$ cat src/rtl/dmem_arbiter.sv
`default_nettype none
// ============================================================================
// Module   : dmem_arbiter
// Purpose  : Shares one single-port data memory between the vcore data port
//            and a secondary DMA/debug requester. Whole transfers are granted;
//            the core has priority, and a saturating streak counter forces a
//            DMA grant after MAX_CORE_BURST consecutive core grants made while
//            DMA was waiting. Arbitration in IDLE is combinational, so an
//            uncontended request reaches the memory in the same cycle.
// Ports    : clk, reset_n (async, active-low)
//            core_*  : core request (level until core_valid_o), rdata/valid
//            dma_*   : DMA request  (level until dma_ack_o),   rdata/ack
//            mem_*   : memory side; req held with stable we/addr/wdata
//                      until mem_ack_i, rdata valid with mem_ack_i
// Revision : 1.0 - initial release
// ============================================================================
module dmem_arbiter #(
    parameter int MAX_CORE_BURST = 4,
    parameter int AW             = 16,
    parameter int DW             = 16
) (
    input  logic          clk,
    input  logic          reset_n,
    input  logic          core_enable_i,
    input  logic          core_write_i,
    input  logic [AW-1:0] core_addr_i,
    input  logic [DW-1:0] core_wdata_i,
    output logic [DW-1:0] core_rdata_o,
    output logic          core_valid_o,
    input  logic          dma_req_i,
    input  logic          dma_we_i,
    input  logic [AW-1:0] dma_addr_i,
    input  logic [DW-1:0] dma_wdata_i,
    output logic [DW-1:0] dma_rdata_o,
    output logic          dma_ack_o,
    output logic          mem_req_o,
    output logic          mem_we_o,
    output logic [AW-1:0] mem_addr_o,
    output logic [DW-1:0] mem_wdata_o,
    input  logic          mem_ack_i,
    input  logic [DW-1:0] mem_rdata_i
);

    localparam logic [3:0] c_max_streak = 4'(MAX_CORE_BURST);

    typedef enum logic [1:0] {
        IDLE      = 2'd0,
        BUSY_CORE = 2'd1,
        BUSY_DMA  = 2'd2
    } state_t;

    state_t     r_state;
    state_t     w_state_next;
    logic [3:0] r_streak;
    logic [3:0] w_streak_next;
    logic       w_own_core;
    logic       w_own_dma;

    always_ff @(posedge clk or negedge reset_n) begin
        if (!reset_n) begin
            r_state  <= IDLE;
            r_streak <= 4'd0;
        end else begin
            r_state  <= w_state_next;
            r_streak <= w_streak_next;
        end
    end

    // Next state, streak update and current owner. In IDLE the owner is the
    // result of same-cycle arbitration; in BUSY_x it is the latched owner and
    // the other requester is ignored until mem_ack_i.
    always_comb begin
        w_state_next  = r_state;
        w_streak_next = r_streak;
        w_own_core    = 1'b0;
        w_own_dma     = 1'b0;
        case (r_state)
            IDLE: begin
                if (core_enable_i && (!dma_req_i || (r_streak < c_max_streak))) begin
                    w_own_core = 1'b1;
                    // Only reachable with streak below the limit when DMA
                    // waits, so the increment cannot overshoot.
                    w_streak_next = dma_req_i ? (r_streak + 4'd1) : 4'd0;
                    if (!mem_ack_i) begin
                        w_state_next = BUSY_CORE;
                    end
                end else if (dma_req_i) begin
                    w_own_dma     = 1'b1;
                    w_streak_next = 4'd0;
                    if (!mem_ack_i) begin
                        w_state_next = BUSY_DMA;
                    end
                end
            end
            BUSY_CORE: begin
                w_own_core = 1'b1;
                if (mem_ack_i) begin
                    w_state_next = IDLE;
                end
            end
            BUSY_DMA: begin
                w_own_dma = 1'b1;
                if (mem_ack_i) begin
                    w_state_next = IDLE;
                end
            end
            default: begin
                w_state_next = IDLE;
            end
        endcase
    end

    // Output routing. Everything is forced to zero while reset_n is low,
    // including the combinational pass-through paths.
    always_comb begin
        mem_req_o    = 1'b0;
        mem_we_o     = 1'b0;
        mem_addr_o   = '0;
        mem_wdata_o  = '0;
        core_valid_o = 1'b0;
        dma_ack_o    = 1'b0;
        core_rdata_o = '0;
        dma_rdata_o  = '0;
        if (reset_n) begin
            core_rdata_o = mem_rdata_i;
            dma_rdata_o  = mem_rdata_i;
            if (w_own_core) begin
                mem_req_o    = 1'b1;
                mem_we_o     = core_write_i;
                mem_addr_o   = core_addr_i;
                mem_wdata_o  = core_wdata_i;
                core_valid_o = mem_ack_i;
            end else if (w_own_dma) begin
                mem_req_o   = 1'b1;
                mem_we_o    = dma_we_i;
                mem_addr_o  = dma_addr_i;
                mem_wdata_o = dma_wdata_i;
                dma_ack_o   = mem_ack_i;
            end
        end
    end

endmodule
`default_nettype wire

$ cat config.mk
export PLATFORM = sky130hd
export DESIGN_NAME = dmem_arbiter
export DESIGN_NICKNAME = d
export VERILOG_FILES = /design/src/rtl/dmem_arbiter.sv
export SDC_FILE = /design/constraint.sdc
export NUM_CORES = 1
export LEC_CHECK = 0
export CORE_MARGIN = 10
export CORE_UTILIZATION = 31
export CTS_CLUSTER_DIAMETER = 50
export DETAILED_ROUTE_END_ITERATION = 10
export MAX_ROUTING_LAYER = met4
export PLACE_DENSITY = 0.86
export SYNTH_ARGS = -nofsm -noshare
export SYNTH_HDL_FRONTEND = slang
export SYNTH_SLANG_ARGS = --single-unit
$ cat constraint.sdc
create_clock -name clk -period 4.3 [get_ports clk]
set_input_delay 1.29 -clock clk [delete_from_list [all_inputs] [get_ports clk]]
set_output_delay 1.29 -clock clk [all_outputs]
set_load 0.005 [all_outputs]
==> results.md <==
STA:
- For the final database, setup skew stands at 4.19 ps.
- The routed design could run at a clock period as short as 4110 ps.
- The count of endpoints failing hold in the final timing report is 0.
- Setup violations remaining at the end of the flow were counted as 0.
- The worst hold-check slack is 514 ps.
- The worst pin sits at a relative slew slack of 0.756.
- The count of pins over their slew limit came to 0.
- The actual transition at the worst max-transition pin is 362 ps.
- The part of the cycle the worst path needs is 0.957.
- Setup repair after global routing left no endpoint under its margin.
- The maximum achievable frequency is 243 MHz.

Synthesis:
- Ranked by total cell area, the synthesized netlist is headed by o2111ai_1 20%, o31ai_1 15%, dfrtp_1 10%, nand2_1 8.7%, buf_4 8.2%.
- Of all cell types, the one taking the most synthesized area is o2111ai_1.
- The count of synthesis-stage warnings from yosys is 0.
- The number of cells produced by synthesis is 196.
- The share of synthesized area in the top cell type comes to 0.197.
- The count of state elements after synthesis is 6.
- The netlist uses 31 different library cells.
- Summing every instance area after synthesis gives 0.00147 mm².
- The number of nets in the synthesized netlist is 287.
- After synthesis, the mean cell area works out to 7.48 µm².
- Of the synthesized area, sequential elements account for 0.102.

Floorplan:
- The width of the die is 88.8 µm.
- The die span in y is 88.8 µm.
- After floorplanning, the core was divided into 24 placement rows.
- The region available for standard cell placement spans 0.00447 mm².
- For this configuration, the core starts out at a cell density of 0.327.
- The floorplan step defined a die boundary enclosing 0.00788 mm².
- The number of top-level pins is 155.

Clocking:
- The setup fix buffers added after clock tree synthesis is 0.
- The clock sink count is 6.
- The longest clock path from root to sink contains 2 buffers.
- The latest clock arrival within the worst-skew pair is 230 ps.
- In this run the number of H-tree levels came out at 1.
- The clock tree root driver cell is clkbuf_8.
- The TritonCTS clock tree is yes.
- The number of buffers inserted during clock tree synthesis is 3.
- The hold-fix buffer count after cts is 0.
- The clock transition time at the flip-flop clock pins of the worst setup and hold paths is 30 ps.

Detailed routing:
- The total length of routed wires is 7220 µm.
- The post-route met1 wirelength is 2950 µm.
- The top layer used by detailed routing is met4.
- The total iterations of the first detailed-routing run is 6.
- The number of nets still failing antenna checks after routing is 0.
- The total via count after detailed routing is 2,055.
- The detail-routed via count per cell is 5.49.
- Dividing the detail-routed wire length by the instance count gives 19.3 µm.
- After detailed routing, the met2 layer carries 3510 µm of wire.
- The initial detailed-routing violation count is 55.
- After detailed routing, the number of remaining DRC violations is 0.
- Summed over all nets, wire length on met3 after detailed routing comes to 662 µm.

Final layout:
- The antenna diode instance count is 0.
- The utilization of the core after routing is 0.659.
- The post-layout instance count excluding filler cells is 374.
- The filler cell count in the final layout is 389.
- The cell area after layout is 0.00295 mm².
- The layout cell share with drive strength beyond 1 is 0.0901.
- Leaving out fill and tap cells, the most frequent cell in the layout is clkdlybuf4s50_1.
- The number of nets in the finished design is 415.
- The area growth from synthesis to layout is 101%.
- Summing all flip-flop and latch instances after layout gives 150 µm².
- In the layout the commonest cells are 118 x clkdlybuf4s50_1, 34 x nand2_1, 33 x o2111ai_1, 33 x dlygate4sd2_1, 28 x o31ai_1.
- The area of the multi-input gates is 0.00104 mm².

Power:
- The power share of the clock group is 0.092.
- The proportion of total power due to net switching is 0.457.
- The switching power total is 0.438 mW.
- The power density over the cells is 325 mW/mm².
- In this run the static leakage power is 1.23 nW.
- Of the total power, registers draw 0.090.
- The combinational share of power is 0.818.
- VDD sags by at most 0.286 mV.
- The internal portion of the total power is 0.520 mW.

GRT:
- The via count of the first global-routing pass is 1,939.
- For this run, the total global-route usage over all layers was measured as 0.163.
- For this run the aggregate overflow at the end of global routing stands at 0.
- The first-pass GRT wire length is 10,000 µm.
- The initial antenna violation count is 0.
- Entering global routing, the biggest net connects 91 pins.

Worst hold path:
- The startpoint identified for the worst hold timing path is r_streak[1].
- The class of the tightest hold or removal check is flip-flop to flip-flop.

Critical path:
- The maximum fanout along the worst path is 13.
- The stage delay of the slowest cell on the critical path is 450 ps.
- The critical path is of the input pin to output pin type.
- STA puts the critical path data arrival time at 2820 ps.
- The origin of the critical flop-to-flop path is r_state[0].
- The cell family contributing the most delay on the critical path is buffers and inverters.
- STA classifies the critical path startpoint as an input pin.
- The cell with the largest stage delay on the worst path is clkdlybuf4s50_1.
- In this run the worst setup path begins at core_enable_i.
- STA puts the critical path data required time at 3010 ps.
- The signal on the critical path passes through clkbuf_2 -> or3b_1 -> a31oi_4 -> buf_6 -> a21boi_1 -> clkdlybuf4s50_1.
- The element type at the critical path end is an output pin.
- The critical path contains buffers and inverters numbering 3 combined.

Placement:
- The cell area reported after detailed placement is 0.00289 mm².
- The count of placed standard cells including taps is 370.
- The HPWL after detailed placement is 5590 µm.
- The count of input and output buffers is 154.
- At the end of routability-driven placement, the weighted congestion stood at 0.804.

Status:
- The run finished with clean final reports.

Flow run:
- The number of max-cap violations is 0.
-- registers in the layout (all words and copies together), names as in the netlist --
name	count
r_state	2
r_streak	4
-- routing by layer --
layer,global-route usage,vias to the layer above
met2,0.282,103
met4,0.0352,0
met3,0.0395,9
met1,0.186,948
met5,-,-
li1,-,995
-- path summary, 6_finish.rpt --
check / end / slack, ps / cells after the start
min reg2reg: r_streak[1] / 510 / 1
max: mem_req_o / 190 / 6
max reg2reg: r_state[1] / 2760 / 5
min in group asynchronous: r_streak[3] / 1070 / 2
max in group asynchronous: r_state[1] / 2970 / 2
min: r_streak[1] / 510 / 1
-- metrics by stage --
step | setup TNS [ps] | power [mW] | setup WS [ps]
after detailed placement | -9950 | 0.900 | -329
after global routing | 0 | 1.03 | 125
after CTS | -43.3 | 0.938 | -43.3
final | 0 | 0.959 | 186
after global placement | -7620 | 0.883 | -243
after floorplan | 0 | 0.551 | 785
-- synth_stat cells --
library cell  count
nand2_1          34
o2111ai_1        33
o31ai_1          29
and2_1           18
clkbuf_1         18
buf_4            16
buf_6             8
dfrtp_1           6
ha_1              4
o31ai_2           4
o21ai_0           3
inv_1             2
mux2_2            2
nor2_1            2
a21boi_0          1
a21boi_1          1
a21o_2            1
a21oi_1           1
a22o_1            1
a31oi_4           1
a32o_1            1
and3_2            1
buf_2             1
mux2i_1           1
nand2b_1          1
nand3_1           1
nor2b_1           1
nor3_1            1
o21a_1            1
o21bai_1          1
or3b_1            1
-- power by group through the flow --
stage	Clock, mW	Combinational [mW]	Sequential [mW]
2_1_floorplan	0	0.467	0.0835
3_3_place_gp	0	0.798	0.0851
3_5_place_dp	0	0.812	0.0877
4_1_cts	0.0899	0.761	0.0866
5_1_grt	0.0937	0.852	0.0889
6_report	0.0884	0.784	0.0865
-- cells by family (layout without fill, tap and decap cells) --
logic type	after synthesis	after routing	synth area share
AOI/OAI and AO/OA	78	78	0.447
and+or+nand+nor	60	60	0.196
buffers and inverters	45	171	0.198
DFF	6	6	0.102
adders and majority gates	4	4	0.0342
muxes	3	3	0.0222
-- layout make-up --
class,count,share of cell area
Tap cell,52,0.0221
Timing Repair Buffer,166,0.558
Sequential cell,6,0.0509
Multi-Input combinational cell,145,0.353
Clock buffer,3,0.0140
Inverter,2,0.00255
-- what timing repair did --
action | CTS | global route
gates cloned | 0 | 1
setup endpoints to repair | 36 | 3
pin swaps | 0 | 0
gates resized for setup | 36 | 9
(Power assumes the default switching activity.)
